==> src/rtl/muldiv_unit_if.sv <==
// rtl/muldiv_unit_if.sv - start/busy/done bus between core control and the M-extension unit
//
// Purpose: bundles the request (start, flush, funct3, a, b) and the response
// (busy, done, result) of muldiv_unit.
// Ports (signals):
//   start   core -> unit  request, sampled only when busy=0
//   flush   core -> unit  abort the in-flight operation
//   funct3  core -> unit  operation select (MUL..REMU)
//   a, b    core -> unit  rs1 / rs2 operands
//   busy    unit -> core  operation in flight
//   done    unit -> core  one-cycle pulse, result valid
//   result  unit -> core  registered result, held until the next done
// Modports: master = core side, slave = unit side.

interface muldiv_unit_if #(
  parameter int WIDTH = 32
);
  logic             start;
  logic             flush;
  logic [2:0]       funct3;
  logic [WIDTH-1:0] a;
  logic [WIDTH-1:0] b;
  logic             busy;
  logic             done;
  logic [WIDTH-1:0] result;

  modport master (
    output start, flush, funct3, a, b,
    input  busy, done, result
  );

  modport slave (
    input  start, flush, funct3, a, b,
    output busy, done, result
  );
endinterface

==> src/rtl/muldiv_unit.sv <==
// rtl/muldiv_unit.sv - iterative RISC-V M-extension multiply/divide unit
//
// Purpose: MUL/MULH/MULHSU/MULHU by shift-add and DIV/DIVU/REM/REMU by
// restoring division, one bit per cycle on operand magnitudes, signs fixed up
// in a final cycle. Latency WIDTH+1 cycles; divide-by-zero and signed
// overflow finish in 1 cycle.
// Ports:
//   clk    in   clock, rising edge
//   reset  in   synchronous active-high reset
//   bus    slave modport of muldiv_unit_if (start/flush/funct3/a/b in,
//          busy/done/result out)

module muldiv_unit #(
  parameter int WIDTH = 32,
  parameter int CNT_W = $clog2(WIDTH) + 1
) (
  input  logic         clk,
  input  logic         reset,
  muldiv_unit_if.slave bus
);

  localparam logic [WIDTH-1:0] MIN_NEG = {1'b1, {(WIDTH-1){1'b0}}};

  typedef enum logic [1:0] {S_IDLE, S_CALC, S_FIN} state_e;

  state_e             state_q, state_d;
  logic [2:0]         op_q, op_d;
  logic [WIDTH-1:0]   opnd_q, opnd_d;     // multiplicand or divisor magnitude
  logic [2*WIDTH-1:0] acc_q, acc_d;       // {hi, lo}: product, or {remainder, quotient}
  logic [CNT_W-1:0]   cnt_q, cnt_d;
  logic               neg_q, neg_d;       // product / quotient must be negated
  logic               rem_neg_q, rem_neg_d;
  logic               special_q, special_d; // acc_q[WIDTH-1:0] already holds the answer
  logic               done_q, done_d;
  logic [WIDTH-1:0]   result_q, result_d;

  // Operand decode, evaluated on the request inputs.
  logic             is_div, a_signed, b_signed, sa, sb, div_by_zero, div_ovf;
  logic [WIDTH-1:0] a_mag, b_mag;

  assign is_div   = bus.funct3[2];
  assign a_signed = (bus.funct3 == 3'b001) || (bus.funct3 == 3'b010) ||
                    (bus.funct3 == 3'b100) || (bus.funct3 == 3'b110);
  assign b_signed = (bus.funct3 == 3'b001) || (bus.funct3 == 3'b100) ||
                    (bus.funct3 == 3'b110);
  assign sa       = a_signed && bus.a[WIDTH-1];
  assign sb       = b_signed && bus.b[WIDTH-1];
  assign a_mag    = sa ? -bus.a : bus.a;
  assign b_mag    = sb ? -bus.b : bus.b;
  assign div_by_zero = is_div && (bus.b == {WIDTH{1'b0}});
  assign div_ovf     = is_div && !bus.funct3[0] && (bus.a == MIN_NEG) &&
                       (bus.b == {WIDTH{1'b1}});

  // Shift-add step: conditionally add multiplicand into the high half (with
  // carry), then shift the whole accumulator right; the multiplier drains
  // out of the low half as the product fills in.
  logic [WIDTH:0]     mul_sum;
  logic [2*WIDTH-1:0] mul_next;
  assign mul_sum  = {1'b0, acc_q[2*WIDTH-1:WIDTH]} +
                    (acc_q[0] ? {1'b0, opnd_q} : {(WIDTH+1){1'b0}});
  assign mul_next = {mul_sum, acc_q[WIDTH-1:1]};

  // Restoring step: the partial remainder shifted left needs WIDTH+1 bits
  // because it can reach 2*divisor-1 before the subtract.
  logic [WIDTH:0]     div_top, div_diff;
  logic               div_ge;
  logic [2*WIDTH-1:0] div_next;
  assign div_top  = acc_q[2*WIDTH-1:WIDTH-1];
  assign div_diff = div_top - {1'b0, opnd_q};
  assign div_ge   = (div_top >= {1'b0, opnd_q});
  assign div_next = {(div_ge ? div_diff[WIDTH-1:0] : div_top[WIDTH-1:0]),
                     acc_q[WIDTH-2:0], div_ge};

  // Sign fix-up and result select for the FIN cycle.
  logic [2*WIDTH-1:0] prod;
  logic [WIDTH-1:0]   quo, rem, fin_res;
  always_comb begin
    prod = neg_q ? -acc_q : acc_q;
    quo  = neg_q ? -acc_q[WIDTH-1:0] : acc_q[WIDTH-1:0];
    rem  = rem_neg_q ? -acc_q[2*WIDTH-1:WIDTH] : acc_q[2*WIDTH-1:WIDTH];
    if (special_q) begin
      fin_res = acc_q[WIDTH-1:0];
    end else begin
      case (op_q)
        3'b000:                 fin_res = prod[WIDTH-1:0];
        3'b001, 3'b010, 3'b011: fin_res = prod[2*WIDTH-1:WIDTH];
        3'b100, 3'b101:         fin_res = quo;
        default:                fin_res = rem;
      endcase
    end
  end

  always_comb begin
    state_d   = state_q;
    op_d      = op_q;
    opnd_d    = opnd_q;
    acc_d     = acc_q;
    cnt_d     = cnt_q;
    neg_d     = neg_q;
    rem_neg_d = rem_neg_q;
    special_d = special_q;
    done_d    = 1'b0;
    result_d  = result_q;
    case (state_q)
      S_IDLE: begin
        if (bus.start && !bus.flush) begin
          op_d      = bus.funct3;
          neg_d     = sa ^ sb;
          rem_neg_d = sa;
          opnd_d    = is_div ? b_mag : a_mag;
          if (div_by_zero) begin
            special_d = 1'b1;
            acc_d     = {{WIDTH{1'b0}}, (bus.funct3[1] ? bus.a : {WIDTH{1'b1}})};
            state_d   = S_FIN;
          end else if (div_ovf) begin
            special_d = 1'b1;
            acc_d     = {{WIDTH{1'b0}}, (bus.funct3[1] ? {WIDTH{1'b0}} : bus.a)};
            state_d   = S_FIN;
          end else begin
            special_d = 1'b0;
            acc_d     = {{WIDTH{1'b0}}, (is_div ? a_mag : b_mag)};
            cnt_d     = CNT_W'(WIDTH - 1);
            state_d   = S_CALC;
          end
        end
      end
      S_CALC: begin
        if (bus.flush) begin
          state_d = S_IDLE;
        end else begin
          acc_d = op_q[2] ? div_next : mul_next;
          cnt_d = cnt_q - 1'b1;
          if (cnt_q == '0) state_d = S_FIN;
        end
      end
      S_FIN: begin
        state_d = S_IDLE;
        if (!bus.flush) begin
          done_d   = 1'b1;
          result_d = fin_res;
        end
      end
      default: state_d = S_IDLE;
    endcase
  end

  always_ff @(posedge clk) begin
    if (reset) begin
      state_q   <= S_IDLE;
      op_q      <= 3'b000;
      opnd_q    <= '0;
      acc_q     <= '0;
      cnt_q     <= '0;
      neg_q     <= 1'b0;
      rem_neg_q <= 1'b0;
      special_q <= 1'b0;
      done_q    <= 1'b0;
      result_q  <= '0;
    end else begin
      state_q   <= state_d;
      op_q      <= op_d;
      opnd_q    <= opnd_d;
      acc_q     <= acc_d;
      cnt_q     <= cnt_d;
      neg_q     <= neg_d;
      rem_neg_q <= rem_neg_d;
      special_q <= special_d;
      done_q    <= done_d;
      result_q  <= result_d;
    end
  end

  assign bus.busy   = (state_q != S_IDLE);
  assign bus.done   = done_q;
  assign bus.result = result_q;

endmodule

==> src/flat_wrapper.sv <==
// flat-port wrapper written by rule: the top's interface ports become plain ports
module muldiv_unit_flat 
#(
  parameter int WIDTH = 32,
  parameter int CNT_W = $clog2(WIDTH) + 1
)
  (clk, reset, bus_start, bus_flush, bus_funct3, bus_a, bus_b, bus_busy, bus_done, bus_result);
  muldiv_unit_if #(.WIDTH(WIDTH)) bus_i ();
  input  logic clk;
  input  logic reset;
  input wire logic [$bits(bus_i.start)-1:0] bus_start;
  input wire logic [$bits(bus_i.flush)-1:0] bus_flush;
  input wire logic [$bits(bus_i.funct3)-1:0] bus_funct3;
  input wire logic [$bits(bus_i.a)-1:0] bus_a;
  input wire logic [$bits(bus_i.b)-1:0] bus_b;
  output wire logic [$bits(bus_i.busy)-1:0] bus_busy;
  output wire logic [$bits(bus_i.done)-1:0] bus_done;
  output wire logic [$bits(bus_i.result)-1:0] bus_result;
  assign bus_i.start = bus_start;
  assign bus_i.flush = bus_flush;
  assign bus_i.funct3 = bus_funct3;
  assign bus_i.a = bus_a;
  assign bus_i.b = bus_b;
  assign bus_busy = bus_i.busy;
  assign bus_done = bus_i.done;
  assign bus_result = bus_i.result;
  muldiv_unit #(.WIDTH(WIDTH), .CNT_W(CNT_W)) u_core (.clk(clk), .reset(reset), .bus(bus_i));
endmodule
==> config.mk <==
export PLATFORM = sky130hd
export DESIGN_NAME = muldiv_unit_flat
export DESIGN_NICKNAME = d
export VERILOG_FILES = /design/src/rtl/muldiv_unit_if.sv /design/src/rtl/muldiv_unit.sv /design/src/flat_wrapper.sv
export SDC_FILE = /design/constraint.sdc
export NUM_CORES = 1
export LEC_CHECK = 0
export CORE_MARGIN = 3
export CORE_UTILIZATION = 45
export CTS_BUF_LIST = sky130_fd_sc_hd__clkbuf_16
export DETAILED_ROUTE_END_ITERATION = 10
export GPL_TIMING_DRIVEN = 0
export PLACE_DENSITY = 0.72
export SETUP_SLACK_MARGIN = 0.02
export SLEW_MARGIN = 15
export SYNTH_ARGS = -nofsm -noshare
export SYNTH_HDL_FRONTEND = slang
export SYNTH_SLANG_ARGS = --single-unit
==> constraint.sdc <==
create_clock -name clk -period 3.4 [get_ports clk]
set_input_delay 0.34 -clock clk [delete_from_list [all_inputs] [get_ports clk]]
set_output_delay 0.34 -clock clk [all_outputs]
set_load 0.005 [all_outputs]
==> results of run 1 <==
power by group through the flow:
stage	Clock [uW]	Sequential, uW	Combinational (uW)
after global routing	2170	1850	2250
after floorplan	0	1830	1230
after detailed placement	0	1870	1940
after global placement	0	1860	1930
after CTS	2100	1830	2000
final	2110	1840	2130
worst max-delay path: stages, from the launching register on:
cell and delay, ps:
dfxtp_2 340, buf_8 120, inv_6 50, ha_4 120, or3b_4 380, or4_4 430
or4_4 440, or4b_4 550, o41ai_4 320, xor2_1 210, nand2_1 100, a221oi_2 360
nor3_1 90
worst paths after layout:
| path | startpoint | to | slack, ps | depth (start not counted) |
|---|---|---|---|---|
| setup / recovery | u_core.acc_q[33] | u_core.bus.result[30] | -270 | 12 |
| hold / removal | u_core.bus.result[25] | u_core.bus.result[25] | 440 | 2 |
| setup reg to reg | u_core.acc_q[33] | u_core.bus.result[30] | -270 | 12 |
| hold reg to reg | u_core.bus.result[25] | u_core.bus.result[25] | 440 | 2 |
area by class of cell:
type | count | area, sq um | share of cell area, %
buffer | 158 | 668 | 3.70
clock buffer | 17 | 425 | 2.36
clock inverter | 15 | 213 | 1.18
inverter | 75 | 294 | 1.63
multi-input combinational | 1756 | 11800 | 65.3
sequential | 143 | 2870 | 15.9
tap | 442 | 553 | 3.07
timing repair buffer | 130 | 1230 | 6.84
state kept, by name (all words and copies together), names as in the netlist:
| register | count |
|---|---|
| u_core.acc_q | 64 |
| u_core.bus.result | 32 |
| u_core.opnd_q | 32 |
| u_core.cnt_q | 6 |
| u_core.op_q | 3 |
| u_core.state_q | 2 |
| u_core.bus.done | 1 |
| u_core.neg_q | 1 |
| u_core.rem_neg_q | 1 |
| u_core.special_q | 1 |
cell families (layout without fill, tap and decap cells):
group                    count (synthesis)  after routing  share of synthesized area (%)
AO/OA/AOI/OAI                          729            729                           31.2
XOR/XNOR                               189            189                           11.1
adder cells (fa/ha/maj)                 73             73                           6.22
buffers and inverters                  242            395                           6.16
flip-flops                             143            143                           19.2
multiplexers                            52             52                           3.52
AND/OR/NAND/NOR                        713            713                           22.7
timing repair:
action	CTS	global route
endpoints found under the setup margin	103	81
pin swaps	24	27
hold buffers	0	0
gates resized for setup	92	89
gates cloned	0	0
setup buffers	17	13
routing by layer:
metal / up-vias / routed length, um
met5: - / 9
met2: 1175 / 32800
met1: 8746 / 28300
li1: 8127 / -
met3: 278 / 6960
met4: 2 / 5140
synthesized netlist by cell type, types with 9 or more instances:
cell type and count:
o21ai_0 162, and2_1 18, nand4_1 25, o211ai_1 35, a31oi_1 23, mux2i_1 48
o221ai_1 30, o41ai_1 18, nand2_1 245, o31ai_1 27, nand3b_1 9, a211oi_1 47
ha_1 71, o21a_1 11, dfxtp_1 143, xor2_1 79, or3_1 28, nor3_1 44
inv_1 73, nand3_1 46, nor2_1 183, a21o_1 26, a311oi_1 15, nor2b_1 12
clkbuf_1 144, xnor2_1 110, a221oi_1 14, nand2b_1 22, a21oi_1 215, a22oi_1 30
o22ai_1 15, or2_2 9, buf_1 19, nor4_1 20, or4_1 22
through the flow:
| step | setup TNS, ps | cell area [sq um] | hold slack [ps] | setup WS [ps] | util, % |
|---|---|---|---|---|---|
| after floorplan | -48.3 | 15000 | 432 | -48.3 | - |
| after global placement | -77230 | 16500 | 436 | -1200 | 50.7 |
| after detailed placement | -74260 | 16500 | 438 | -1150 | 50.7 |
| after CTS | -762 | 17600 | 420 | -401 | 54.1 |
| after global routing | -1130 | 18000 | 470 | -285 | 55.3 |
| final | -730 | 18000 | 443 | -268 | 55.3 |
==> results.sh, run 1 <==
export IMPL_fin_crit_sh_pct=108
export IMPL_netlist_area_sq_um=14900
export IMPL_cts_buffer_depth=2
export IMPL_gp_congestion=1.03
export IMPL_antenna_cells=0
export IMPL_p_comb_share_pct=35.1
export IMPL_grt_busiest_layer="met2"
export IMPL_synth_area_leaders="dfxtp_1 (19%), a21oi_1 (7.2%), xnor2_1 (6.4%), nand2_1 (6.2%), ha_1 (5.9%)"
export IMPL_max_freq_mhz=273
export IMPL_grt_usage_pct=39.8
export IMPL_intPower_uw=3680
export IMPL_cts_tree="yes"
export IMPL_rsz0062_at_grt="yes"
export IMPL_cts_made_buffers=17
export IMPL_hold_path_class="reg -> reg"
export IMPL_use_met2_pct=64.4
export IMPL_min_period_ps=3670
export IMPL_die_area_sq_um=35400
export IMPL_clock_latency_ps=450
export IMPL_path_clk_slew_ps=70
export IMPL_grt_overflow=0
export IMPL_htreeDepth=4
export IMPL_drive_above_1_share_pct=8.89
export IMPL_tightest_slew_ps=1310
export IMPL_met3_usage_pct=7.44
export IMPL_yosys_warnings=0
export IMPL_p_switching_uw=2410
export IMPL_total_power_uw=6090
export IMPL_synth_fp_nets=2285
export IMPL_dr_pass1_iters=5
export IMPL_seqPwrFrac_pct=30.3
export IMPL_mostFrequentLayoutCells="nand2_1 (241), a21oi_1 (211), nor2_1 (177)"
export IMPL_wl_per_cell_um=26.8
export IMPL_critPathCaptureType="flop"
export IMPL_ys_seq_area_share_pct=19.2
export IMPL_met1_usage_pct=49.7
export IMPL_p_per_area_nw_per_um2=338
export IMPL_swShare_pct=39.6
export IMPL_grt_pass1_vias=17100
export IMPL_fin_skew_ps=10.7
export IMPL_synth_enable_flop_cells=0
export IMPL_grt_pass1_wl_um=108000
export IMPL_final_cells=2736
export IMPL_grt_antenna_before_repair=2
export IMPL_routed_via_density=6.70
export IMPL_violations="negative setup slack"
export IMPL_drv_slew=0
export IMPL_power_leakage_uw=0.00671
export IMPL_drt_iter0_drc=2427
export IMPL_grt_start_max_net_pins=17
export IMPL_core_area_sq_um=32600
export IMPL_cap_violations=0
export IMPL_vias=18300
export IMPL_clock_sinks=143
export IMPL_die_w_um=188
export IMPL_fillers=3178
export IMPL_ys_ff_latch=143
export IMPL_worst_setup_path_start_kind="flop"
export IMPL_yosys_area_top_type="dfxtp_1"
export IMPL_io_buffers=100
export IMPL_crit_arrival_ps=3960
export IMPL_ant_nets=0
export IMPL_required_ps=3690
export IMPL_synthCells=2141
export IMPL_synthDistinctLibCells=78
export IMPL_nets=2425
export IMPL_syn_to_final_growth_pct=20.7
export IMPL_drc=0
export IMPL_layout_setup_ws_ps=-268
export IMPL_cts_root_buf="clkbuf_16"
export IMPL_die_h_um=188
export IMPL_worstPathMaxFanout=3
export IMPL_worstSetupPathType="reg -> reg"
export IMPL_power_share_clock_pct=34.7
export IMPL_ioPinCount=105
export IMPL_syn_avg_cell_area_sq_um=6.98
export IMPL_hpwl_um=57600
export IMPL_start_util_pct=45.8
export IMPL_hold_violations=0
export IMPL_dpl_cell_count=2684
export IMPL_ys_flop_type="dfxtp_1"
export IMPL_ir_drop_uv=374
export IMPL_status="finished with violations"
export IMPL_wl_um=73200
export IMPL_synth_top_area_share_pct=19.2
export IMPL_setup_viol=7
export IMPL_final_common_cell="nand2_1"
export IMPL_row_count=66
export IMPL_slew_limit_headroom_pct=12.2
export IMPL_async_reset_ff_share_pct=0
No activity file was read; power rests on OpenSTA's default activity.
==> run 2, diff against run 1 <==
CORE_ASPECT_RATIO = 0.6   (was default)
TNS_END_PERCENT = 50   (was default)
==> results.sh, run 2 (synthesized netlist as in run 1, its figures left out) <==
export IMPL_status="finished with violations"
export IMPL_violations="negative setup slack"
export IMPL_die_area_sq_um=35500
export IMPL_r2r_end="u_core.bus.result[30]"
export IMPL_die_h_um=147
export IMPL_min_period_ps=3780
export IMPL_fillers=3091
export IMPL_p_per_area_nw_per_um2=339
export IMPL_register_area_sq_um=2880
export IMPL_cts_made_buffers=17
export IMPL_rsz0062_at_grt="yes"
export IMPL_largest_reg_flops=64
export IMPL_wl_per_cell_um=29.2
export IMPL_core_area_sq_um=31900
export IMPL_power_leakage_uw=0.00682
export IMPL_hold_path_class="in -> reg"
export IMPL_path_clk_slew_ps=80
export IMPL_fin_area_sq_um=18500
export IMPL_ioPinCount=105
export IMPL_final_cells=2728
export IMPL_tightest_slew_ps=1290
export IMPL_grt_start_max_net_pins=17
export IMPL_layout_setup_ws_ps=-383
export IMPL_clock_latency_ps=460
export IMPL_crit_arrival_ps=4100
export IMPL_critPathCaptureType="flop"
export IMPL_multiInputGateArea_sq_um=12100
export IMPL_slew_limit_headroom_pct=13.6
export IMPL_grt_usage_pct=43.1
export IMPL_cap_violations=0
export IMPL_place_ws_ps=-1680
export IMPL_cts_root_buf="clkbuf_16"
export IMPL_io_buffers=100
export IMPL_start_util_pct=46.8
export IMPL_htreeDepth=4
export IMPL_r2r_cells=12
export IMPL_setup_viol=8
export IMPL_syn_to_final_growth_pct=23.8
export IMPL_ir_drop_uv=392
export IMPL_max_freq_mhz=264
export IMPL_nets=2440
export IMPL_grt_pass1_wl_um=114000
export IMPL_vias=19100
export IMPL_grt_pass1_vias=17200
export IMPL_routed_via_density=6.99
export IMPL_worstSetupPathType="reg -> reg"
export IMPL_setup_tns_final_ps=-1510
export IMPL_clock_sinks=143
export IMPL_die_w_um=241
export IMPL_drt_iter0_drc=3205
export IMPL_drv_slew=0
export IMPL_grt_antenna_before_repair=3
export IMPL_worst_setup_path_start_kind="flop"
export IMPL_dr_pass1_iters=7
export IMPL_largest_register="u_core.acc_q"
export IMPL_final_common_cell="nand2_1"
export IMPL_wl_um=79800
export IMPL_final_util_pct=57.9
export IMPL_r2r_setup_slack_ps=-380
export IMPL_dpl_cell_count=2658
export IMPL_row_count=50
export IMPL_gp_congestion=1.14
export IMPL_hpwl_um=63200
export IMPL_ant_nets=0
export IMPL_fin_crit_sh_pct=111
export IMPL_cts_tree="yes"
export IMPL_drive_above_1_share_pct=11.7
export IMPL_r2r_start="u_core.acc_q[33]"
export IMPL_min_from="bus_funct3[0]"
export IMPL_grt_overflow=0
export IMPL_worst_hold_path_endpoint="u_core.op_q[0]"
export IMPL_postPlaceCellArea_sq_um=16500
export IMPL_hold_depth=3
export IMPL_fin_skew_ps=16.0
export IMPL_worstPathMaxFanout=3
export IMPL_required_ps=3710
export IMPL_drc=0
export IMPL_cts_buffer_depth=2
export IMPL_hold_violations=0
export IMPL_mostFrequentLayoutCells="nand2_1 (242), a21oi_1 (204), nor2_1 (177)"
==> run 2: changes by cell type in the layout (fill, tap and decap cells not counted), moves of 6 or more <==
cell	delta
buf_4	+18
ha_1	-17
ha_2	+9
ha_4	+8
a21oi_1	-7
dfxtp_1	-7
o21ai_0	-7
a211oi_1	-6
dfxtp_2	+6
o21ai_1	+6
==> run 2: power breakdown <==
part / total (uW) / internal [uW] / switching (uW) / leakage (uW)
Sequential: 1840 / 1750 / 95.4 / 0.00117
Combinational: 2360 / 791 / 1570 / 0.00535
Clock: 2070 / 1120 / 949 / 0.000301
==> run 2: stage by stage <==
| stage | hold slack [ps] | power (uW) |
|---|---|---|
| global route | 379 | 6390 |
| CTS | 358 | 5990 |
| detailed placement | 444 | 3860 |
| finish | 376 | 6270 |
| floorplan | 432 | 3050 |
| global placement | 442 | 3860 |
==> run 2: worst max path at each step <==
stage	start	end	depth (start not counted)
2_1_floorplan	u_core.acc_q[33]	u_core.bus.result[30]	13
3_3_place_gp	u_core.opnd_q[1]	u_core.acc_q[47]	13
3_5_place_dp	u_core.opnd_q[1]	u_core.acc_q[47]	13
4_1_cts	u_core.acc_q[33]	u_core.bus.result[30]	13
5_1_grt	u_core.acc_q[33]	u_core.bus.result[30]	12
6_report	u_core.acc_q[33]	u_core.bus.result[30]	12
==> run 2: final cells by class <==
cell class | count | area share, %
well taps | 416 | 2.82
diodes | 3 | 0.0406
inverters | 75 | 1.57
flip-flops and latches | 143 | 15.6
repair buffers | 147 | 7.47
clock inverters | 15 | 1.04
clock buffers | 17 | 2.30
multi-input cells | 1756 | 65.6
plain buffers | 156 | 3.56
==> run 2: what timing repair did <==
action / 4_1_cts / 5_1_grt
endpoints found under the setup margin: 106 / 98
hold buffers: 0 / 0
buffers inserted: 21 / 25
resized for setup: 122 / 138
pin swaps: 21 / 23
hold endpoints to repair: 0 / 0
cloned: 0 / 0
==> run 2: layer usage <==
layer	up-vias	global-route usage [%]	routed length, um
met1	9113	64.5	34500
met2	1602	51.3	27700
met3	202	22.8	14900
met5	-	0	130
met4	4	11.9	2460
li1	8149	-	-
==> run 2: worst max-delay path, stage by stage (launching register included) <==
cell,delay (ps)
dfxtp_4,360
buf_8,130
inv_6,50
ha_4,120
or3b_4,370
or4_4,450
or4_4,440
or4b_4,600
o41ai_4,240
xor2_1,210
nand2_1,120
a221oi_4,440
nor3_1,90
